<file path="src/rtl/draw_rect_pkg.sv">
// draw_rect_pkg: state encoding, screen defaults and width helper shared by the draw blocks
package draw_rect_pkg;
  typedef enum logic [1:0] {IDLE, LOAD, DRAW, DONE} state_t;
  localparam int DEF_X_W = 8;
  localparam int DEF_Y_W = 7;
  localparam int DEF_COLOUR_W = 18;
  localparam int DEF_DIM_W = 8;
  localparam int DEF_SCREEN_W = 160;
  localparam int DEF_SCREEN_H = 120;
  function automatic int max_w(input int a, input int b);
    return a > b ? a : b;
  endfunction
endpackage

</file>
<file path="src/rtl/draw_rect_scan.sv">
// draw_rect_scan: raster col/row counters with look-ahead pixel index, last-pixel and interior flags
module draw_rect_scan #(
  parameter int DIM_W = 8
) (
  input  logic             clock,
  input  logic             resetn,
  input  logic             clr,
  input  logic             adv,
  input  logic [DIM_W-1:0] w,
  input  logic [DIM_W-1:0] h,
  output logic [DIM_W-1:0] pix_col,
  output logic [DIM_W-1:0] pix_row,
  output logic             last,
  output logic             interior
);
  logic [DIM_W-1:0] col, row, wm1, hm1;
  logic col_end;
  assign wm1 = w - DIM_W'(1);
  assign hm1 = h - DIM_W'(1);
  assign col_end = col == wm1;
  assign last = col_end && row == hm1;
  // pix_* is the index the output registers load this cycle: current when held, next when advancing
  assign pix_col = adv ? (col_end ? '0 : col + DIM_W'(1)) : col;
  assign pix_row = adv ? (col_end ? row + DIM_W'(1) : row) : row;
  assign interior = pix_col != '0 && pix_col != wm1 && pix_row != '0 && pix_row != hm1;
  always_ff @(posedge clock) begin
    if (!resetn || clr) begin
      col <= '0;
      row <= '0;
    end else if (adv) begin
      col <= pix_col;
      row <= pix_row;
    end
  end
endmodule

</file>
<file path="src/rtl/draw_rect.sv">
// draw_rect: WxH rectangle rasteriser streaming clipped pixel writes with back-pressure.
// Define DRAW_RECT_OUTLINE_EN to honour the outline (border-only) request.
module draw_rect
  import draw_rect_pkg::*;
#(
  parameter int X_W      = DEF_X_W,
  parameter int Y_W      = DEF_Y_W,
  parameter int COLOUR_W = DEF_COLOUR_W,
  parameter int DIM_W    = DEF_DIM_W,
  parameter int SCREEN_W = DEF_SCREEN_W,
  parameter int SCREEN_H = DEF_SCREEN_H
) (
  input  logic                clock,
  input  logic                resetn,
  input  logic                start,
  input  logic [X_W-1:0]      x,
  input  logic [Y_W-1:0]      y,
  input  logic [DIM_W-1:0]    w,
  input  logic [DIM_W-1:0]    h,
  input  logic [COLOUR_W-1:0] colour,
  input  logic                outline,
  output logic                busy,
  output logic                done,
  output logic [X_W-1:0]      vga_x,
  output logic [Y_W-1:0]      vga_y,
  output logic [COLOUR_W-1:0] vga_colour,
  output logic                vga_write,
  input  logic                vga_ready
);
  localparam int SX_W = max_w(X_W, DIM_W) + 1;
  localparam int SY_W = max_w(Y_W, DIM_W) + 1;
`ifdef DRAW_RECT_OUTLINE_EN
  localparam bit OUTLINE_EN = 1'b1;
`else
  localparam bit OUTLINE_EN = 1'b0;
`endif
  state_t state, state_n;
  logic [X_W-1:0] x_q;
  logic [Y_W-1:0] y_q;
  logic [DIM_W-1:0] w_q, h_q, pix_col, pix_row;
  logic [COLOUR_W-1:0] colour_q;
  logic outline_q, last, interior, accept, step, adv, load_px, suppress;
  logic [SX_W-1:0] sx;
  logic [SY_W-1:0] sy;
  assign accept = state == IDLE && start;
  assign step = state == DRAW && (!vga_write || vga_ready);
  assign adv = step && !last;
  assign load_px = adv || (state == LOAD && w_q != '0 && h_q != '0);
  assign sx = SX_W'(x_q) + SX_W'(pix_col);
  assign sy = SY_W'(y_q) + SY_W'(pix_row);
  assign suppress = (OUTLINE_EN && outline_q && interior) || sx >= SX_W'(SCREEN_W) || sy >= SY_W'(SCREEN_H);
  assign busy = state != IDLE;
  assign done = state == DONE;
  draw_rect_scan #(.DIM_W(DIM_W)) scan (
    .clock    (clock),
    .resetn   (resetn),
    .clr      (accept),
    .adv      (adv),
    .w        (w_q),
    .h        (h_q),
    .pix_col  (pix_col),
    .pix_row  (pix_row),
    .last     (last),
    .interior (interior)
  );
  always_ff @(posedge clock) begin
    if (!resetn) state <= IDLE;
    else state <= state_n;
  end
  always_comb begin
    state_n = state;
    case (state)
      IDLE:    state_n = start ? LOAD : IDLE;
      LOAD:    state_n = (w_q == '0 || h_q == '0) ? DONE : DRAW;
      DRAW:    state_n = (step && last) ? DONE : DRAW;
      DONE:    state_n = IDLE;
      default: state_n = IDLE;
    endcase
  end
  always_ff @(posedge clock) begin
    if (!resetn) begin
      x_q        <= '0;
      y_q        <= '0;
      w_q        <= '0;
      h_q        <= '0;
      colour_q   <= '0;
      outline_q  <= 1'b0;
      vga_x      <= '0;
      vga_y      <= '0;
      vga_colour <= '0;
      vga_write  <= 1'b0;
    end else begin
      if (accept) begin
        x_q       <= x;
        y_q       <= y;
        w_q       <= w;
        h_q       <= h;
        colour_q  <= colour;
        outline_q <= outline;
      end
      // pixel registers hold while the sink stalls; the final accepted pixel drops the write
      if (load_px) begin
        vga_x      <= sx[X_W-1:0];
        vga_y      <= sy[Y_W-1:0];
        vga_colour <= colour_q;
        vga_write  <= !suppress;
      end else if (step) begin
        vga_write  <= 1'b0;
      end
    end
  end
endmodule

</file>
<file path="config.mk">
export PLATFORM = sky130hd
export DESIGN_NAME = draw_rect
export DESIGN_NICKNAME = d
export VERILOG_FILES = /design/src/rtl/draw_rect_pkg.sv /design/src/rtl/draw_rect_scan.sv /design/src/rtl/draw_rect.sv
export SDC_FILE = /design/constraint.sdc
export NUM_CORES = 1
export LEC_CHECK = 0
export ABC_AREA = 1
export ABC_CLOCK_PERIOD_IN_PS = 3610
export BUFFER_PORTS_ARGS = -buffer_cell sky130_fd_sc_hd__buf_2
export CELL_PAD_IN_SITES_DETAIL_PLACEMENT = 0
export CELL_PAD_IN_SITES_GLOBAL_PLACEMENT = 1
export CORE_UTILIZATION = 37
export DETAILED_ROUTE_END_ITERATION = 16
export GPL_TIMING_DRIVEN = 1
export MAX_ROUTING_LAYER = met4
export PLACE_DENSITY = 0.87
export SETUP_SLACK_MARGIN = 0.05
export SLEW_MARGIN = 20
export SYNTH_ARGS = -nofsm -noshare
export SYNTH_HDL_FRONTEND = slang
export SYNTH_SLANG_ARGS = --single-unit
</file>
<file path="constraint.sdc">
create_clock -name clock -period 3.61 [get_ports clock]
set_clock_uncertainty 0.15 [all_clocks]
set_input_delay 0.361 -clock clock [delete_from_list [all_inputs] [get_ports clock]]
set_output_delay 0.361 -clock clock [all_outputs]
set_load 0.05 [all_outputs]
</file>
### After elaboration in Yosys (flattened, before gate mapping)

Cells that the tools add are included.

| word-level totals | value |
|---|---|
| bits in registers | 101 |
| bits in latches | 0 |
| RAM bits | 0 |
| bits in read-only memories | 0 |
| input port bits | 54 |
| output and inout port bits | 36 |
| word-level logic and storage cells | 58 |
| memories kept | 0 |

| operators by class | value |
|---|---|
| $add $sub $neg | 6 |
| $mul | 0 |
| div/mod/pow operators | 0 |
| magnitude comparators | 2 |
| eq/ne operators | 5 |
| shifts and indexed selects | 0 |
| mux-type cells | 10 |
| bitwise logic cells | 0 |
| reductions and logical operators | 23 |

Operators by type and width:

| cell | number |
|---|---|
| 8-bit two-way mux | 4 |
| 8-bit by 1-bit adder with 8-bit output (second input constant) | 2 |
| 8-bit equality test | 2 |
| 8-bit logical NOT | 2 |
| 8-bit nonzero test | 2 |
| 8-bit by 1-bit subtractor with 8-bit output (second input constant) | 2 |
| 7-bit by 8-bit adder with 9-bit output | 1 |
| 8-bit by 8-bit adder with 9-bit output | 1 |
| 9-bit by 7-bit greater-or-equal comparator with 1-bit output (second input constant) | 1 |
| 9-bit by 8-bit greater-or-equal comparator with 1-bit output (second input constant) | 1 |
| 2-bit case mux with 4 select lines | 1 |
| 1-bit logical AND | 7 |
| 1-bit logical OR | 5 |
| 1-bit two-way mux | 5 |
| 2-bit equality test (second input constant) | 2 |
| 1-bit logical NOT | 4 |
| 2-bit nonzero test | 2 |
| 2-bit by 1-bit equality test with 1-bit output (second input constant) | 1 |
| 2-bit logical NOT | 1 |

### Depth between registers and ports, before layout

| depth | value |
|---|---|
| depth in word-level cells | 11 |
| gate-level depth with buffers | 30 |
| depth with buffers taken out | 30 |

### By module

From an unflattened synthesis, not the netlist that was laid out.

| second synthesis, totals | value |
|---|---|
| cell total of the unflattened synthesis | 912 |
| area, all modules | 6005.8 um^2 |

Modules (own cells, without submodules):

| module | instances | cells each | area an instance (um^2) | sequential area each (um^2) |
|---|---|---|---|---|
| draw_rect | 1 | 524 | 3836.2 | 1701.6 |
| draw_rect_scan | 1 | 388 | 2169.6 | 320.3 |

### Worst setup path after synthesis

No wires, ideal clock.

| timing | value |
|---|---|
| path kind | register -> register |
| start | reg w_q[0] |
| end | reg vga_write |
| setup time | 0.119 ns |
| arrival time | 3.241 ns |
| required time | 3.341 ns |
| setup slack | 0.099 ns |
| stages on the path, launching flop included | 30 |
| buffers on the path | 0 |
| clock period less this slack | 3.511 ns |
| cells stage by stage | dfxtp_1 > inv_2 > ha_1 > nand2_1 > inv_1 > nor2_1 > nand2_1 > nor2_1 > nand3_1 > nor2_1 > nand2_4 > nor2_4 > nor2_8 > nand2_8 > inv_4 > nand2_1 > nand2_1 > ha_1 > fa_1 > nand3_1 > nand2_1 > xor2_1 > nor2_1 > nand4_1 > nand3b_1 > nor2_1 > nand2_1 > inv_1 > nand2_1 > a21oi_1 |

| on the way | value |
|---|---|
| longest elaborated chain between the ends | 11 |
| elaborated cells between the ends (all ways) | 21 |
| those cells by class | add/sub (3); order compare (2); eq/ne (1); mux (5); reduce/logical (10) |

Ends and longest elaborated chain:

| element | RTL line | source |
|---|---|---|
| start: declaration | draw_rect.sv:40 | `logic [DIM_W-1:0] w_q, h_q, pix_col, pix_row;` |
| start signal: assignment | draw_rect.sv:96 | `w_q <= w;` |
| 8-bit by 1-bit subtractor with 8-bit output * | draw_rect_scan.sv:18 | `assign wm1 = w - DIM_W'(1);` |
| 8-bit equality test * | draw_rect_scan.sv:20 | `assign col_end = col == wm1;` |
| 1-bit logical AND | draw_rect_scan.sv:21 | `assign last = col_end && row == hm1;` |
| 1-bit logical NOT | draw_rect.sv:47 | `assign adv = step && !last;` |
| 1-bit logical AND | draw_rect.sv:47 |  |
| 8-bit two-way mux * | draw_rect_scan.sv:24 | `assign pix_row = adv ? (col_end ? row + DIM_W'(1) : row) : row;` |
| via pix_row[0] | draw_rect.sv:40 |  |
| 7-bit by 8-bit adder with 9-bit output * | draw_rect.sv:50 | `assign sy = SY_W'(y_q) + SY_W'(pix_row);` |
| 9-bit by 7-bit greater-or-equal comparator with 1-bit output * | draw_rect.sv:51 | `assign suppress = (OUTLINE_EN && outline_q && interior) \|\| sx >= SX_W'(SCREEN_W) \|\| sy >= SY_W'(SCREEN_H);` |
| 1-bit logical OR * | draw_rect.sv:51 |  |
| 1-bit logical NOT * | draw_rect.sv:106 | `vga_write <= !suppress;` |
| 1-bit two-way mux * | draw_rect.sv:102 | `if (load_px) begin` |
| end signal: assignment | draw_rect.sv:106 |  |
| end: declaration | draw_rect.sv:27 | `output logic vga_write,` |

The timed path passes the listed nets; every way through them passes the cells marked *.
A chain may end at the register's enable or synchronous reset.

### Worst setup path after layout

| timing | value |
|---|---|
| start | reg h_q[1] |
| end | reg vga_write |

| on the way | value |
|---|---|
| longest elaborated chain between the ends | 11 |
| elaborated cells between the ends (all ways) | 18 |
| those cells by class | add/sub (3); order compare (2); eq/ne (1); mux (3); reduce/logical (9) |

Ends and longest elaborated chain:

| element | RTL line | source |
|---|---|---|
| start: declaration | draw_rect.sv:40 |  |
| start signal: assignment | draw_rect.sv:97 | `h_q <= h;` |
| 8-bit by 1-bit subtractor with 8-bit output | draw_rect_scan.sv:19 | `assign hm1 = h - DIM_W'(1);` |
| 8-bit equality test | draw_rect_scan.sv:21 |  |
| 1-bit logical AND | draw_rect_scan.sv:21 |  |
| 1-bit logical NOT | draw_rect.sv:47 |  |
| 1-bit logical AND | draw_rect.sv:47 |  |
| 8-bit two-way mux | draw_rect_scan.sv:24 |  |
| via pix_row[3] | draw_rect.sv:40 |  |
| 7-bit by 8-bit adder with 9-bit output | draw_rect.sv:50 |  |
| 9-bit by 7-bit greater-or-equal comparator with 1-bit output | draw_rect.sv:51 |  |
| 1-bit logical OR | draw_rect.sv:51 |  |
| 1-bit logical NOT | draw_rect.sv:106 |  |
| 1-bit two-way mux | draw_rect.sv:102 |  |

The timed path passes the listed nets, and every way through them passes these cells.

==> impl_metrics.tcl <==
set metrics [dict create \
    outcome "finished clean" \
    postCtsHoldBufs 0 \
    grt_use_met2_pct 28.9 \
    grt_pass1_wl_um 21700 \
    grt_util_met1_pct 24.2 \
    slowest_delay_ns 0.34 \
    seq_area_frac_synth_pct 37.7 \
    powerDensity_nw_per_um2 737 \
    detail-route-antenna-nets 0 \
    port_buffers 88 \
    cp.arrival_ns 3.68 \
    reg2reg_slack_ns 0.08 \
    reg2reg_to "vga_write" \
    hold_viol 0 \
    initial_core_util_pct 38.3 \
    end_kind "flip-flop" \
    clk_pin_slew_ns 0.07 \
    r2r-start "h_q[1]" \
    cts_root_buf "clkbuf_16" \
    wire_per_inst_um 12.4 \
    syn2layout_area_growth_pct 27.2 \
    synth_area_um2 5360 \
    synth_cells 759 \
    max_freq_mhz 283 \
    synth_edf_count 0 \
    cpLargestDelayFamily "simple AND/OR/NAND/NOR gates" \
    layout-drive-gt1-share_pct 25.9 \
    dieWidth_um 122 \
    netlist-cell-type-count 38 \
    placed_area_um2 6170 \
    rsz0062_at_grt "true" \
    grt_max_degree 47 \
    grt_usage_pct 19.0 \
    die_h_um 122 \
    worstHoldPathType "input port to flip-flop" \
    crit_slowest_cell "dfxtp_2" \
    synthTopCellsByCount "168 x nor2_1, 116 x nand2_1, 101 x dfxtp_1, 64 x inv_1, 59 x o21ai_0" \
    h-tree-depth 3 \
    drt_iter0_markers 194 \
    fin_area_um2 6820 \
    crit_end "vga_write" \
    syn_nets 842 \
    grt_pass1_vias 4679 \
    synth_area_per_cell_um2 7.07 \
    slew_headroom_pct 51.4 \
    setup_viol 0 \
    dr.pass1.iters 4 \
    globalRouteMet3Util_pct 4.65 \
    gp_congestion 0.888 \
    required_ns 3.76 \
    wirelength_um 13200 \
    cp_num_buf_inv 4 \
    r2r_cells 27 \
    post-route-min-period_ns 3.53 \
    leakagePower_uw 0.00336 \
    gr-total-overflow 0 \
    cts_buffers 9 \
    yosys_warnings 0 \
    critPathLaunchType "flip-flop" \
    tightest_slew_ns 0.721 \
    synthArstFlopShare_pct 0 \
    fin_crit_sh_pct 97.8 \
    crit_top_cell "nand2_1" \
    cts_buffer_depth 2 \
    drc 0 \
    fp-row-count 43 \
    dieArea_um2 15000 \
    nets 961 \
    clk_latency_ns 0.36 \
    synth_area_leader_cell "dfxtp_1" \
    fin_setup_tns_ns 0 \
    whs_path_depth 3 \
    dr_total_vias 4993 \
    busiest_layer "met2" \
    cp.depth 27 \
    dpl.hpwl_um 9220 \
    slew_viol_final 0 \
    core_area_um2 14000 \
    synth_top_area_share_pct 37.7 \
    ys_ff_latch 101 \
    cts_tree "built" \
    ioPinCount 90 \
    crit_start "h_q[1]" \
    synth_ff_type "dfxtp_1" \
    n_antenna_cell 0 \
    ir_drop_mv 0.489 \
    yosysMostFrequentCell "nor2_1" \
    antenna_found_initial 0 \
    routed_via_density 4.70 \
    max-cap-violations 0 \
    clock_sinks 101 \
    yosys-top-cells-area "dfxtp_1 38%, nor2_1 12%, nand2_1 8.1%" \
    crit_type "flip-flop to flip-flop" \
    cp_max_fo 4 \
]
[area by class of cell]
class | instances | area [um2]
Multi-Input combinational cell | 560 | 3190
Clock inverter | 6 | 60.1
Inverter | 71 | 270
Fill cell | 1434 | 7170
Tap cell | 180 | 225
Clock buffer | 10 | 239
Timing Repair Buffer | 135 | 810
Sequential cell | 101 | 2030
[tightest hold or removal path: stages]
cell	delay, ns
buf_2	0.07
o21ai_0	0.07
nor2_1	0.07
[worst min path at each step]
stage                  from             end  slack [ns]
2_1_floorplan  colour_q[10]  vga_colour[10]        0.30
3_3_place_gp    colour_q[0]     colour_q[0]        0.31
3_5_place_dp   colour_q[13]  vga_colour[13]        0.32
4_1_cts           colour[2]     colour_q[2]        0.08
5_1_grt          colour[11]    colour_q[11]        0.11
6_report          colour[2]     colour_q[2]         0.1
[layer usage]
metal / up-vias / routed length (um)
li1: 2669 / -
met1: 2212 / 6360
met2: 98 / 5730
met3: 14 / 843
met4: 0 / 219
met5: - / 0
[timing repair]
item	CTS	global route
buffers inserted	4	7
endpoints found under the hold margin	0	0
gates resized for setup	21	30
setup endpoints to repair	1	7
pin swaps	10	25
[layout by cell type, fill, tap and decap left out, types with 10 or more instances in the layout]
| cell type | count |
|---|---|
| nor2_2 | 10 |
| o21ai_0 | 57 |
| buf_2 | 88 |
| o21ai_1 | 33 |
| xor2_1 | 12 |
| nand3_1 | 32 |
| inv_1 | 60 |
| ha_1 | 18 |
| dfxtp_1 | 97 |
| buf_4 | 45 |
| a21oi_1 | 31 |
| nor2_1 | 165 |
| nand2_1 | 110 |
[report_power, final]
group / leakage [uW] / internal (uW) / switching (uW)
clock: 0.000149 / 508 / 473
combinational: 0.00238 / 745 / 1670
sequential: 0.000833 / 1430 / 211
[cells by family after synthesis]
| group | count (synthesis) | synth area share, % |
|---|---|---|
| xor gates and xnor gates | 27 | 4.69 |
| buffers and inverters | 98 | 7.44 |
| adders and majority gates | 29 | 7.04 |
| DFF | 101 | 37.7 |
| AOI/OAI and AO/OA | 134 | 12.7 |
| and+or+nand+nor | 370 | 30.4 |
[per-stage QoR]
| stage | hold WS, ns | setup slack, ns | util, % | instances | total power, uW |
|---|---|---|---|---|---|
| global route | 0.109 | -0.235 | 48.8 | 1063 | 5400 |
| CTS | 0.0847 | 0.0568 | 47.3 | 1056 | 5010 |
| floorplan | 0.305 | 0.0993 | - | 759 | 3400 |
| detailed placement | 0.318 | -0.0645 | 44.1 | 1036 | 3960 |
| global placement | 0.314 | -0.0525 | 44.1 | 1036 | 3960 |
| finish | 0.0953 | 0.0806 | 48.8 | 1063 | 5030 |
[flip-flops by register name, indices dropped and copies added, names as in the netlist]
register    cells
vga_x           8
colour_q       18
h_q             8
vga_write       1
w_q             8
x_q             8
y_q             7
state           2
vga_colour     18
vga_y           7
scan.row        8
scan.col        8
(Power assumes the default switching activity.)
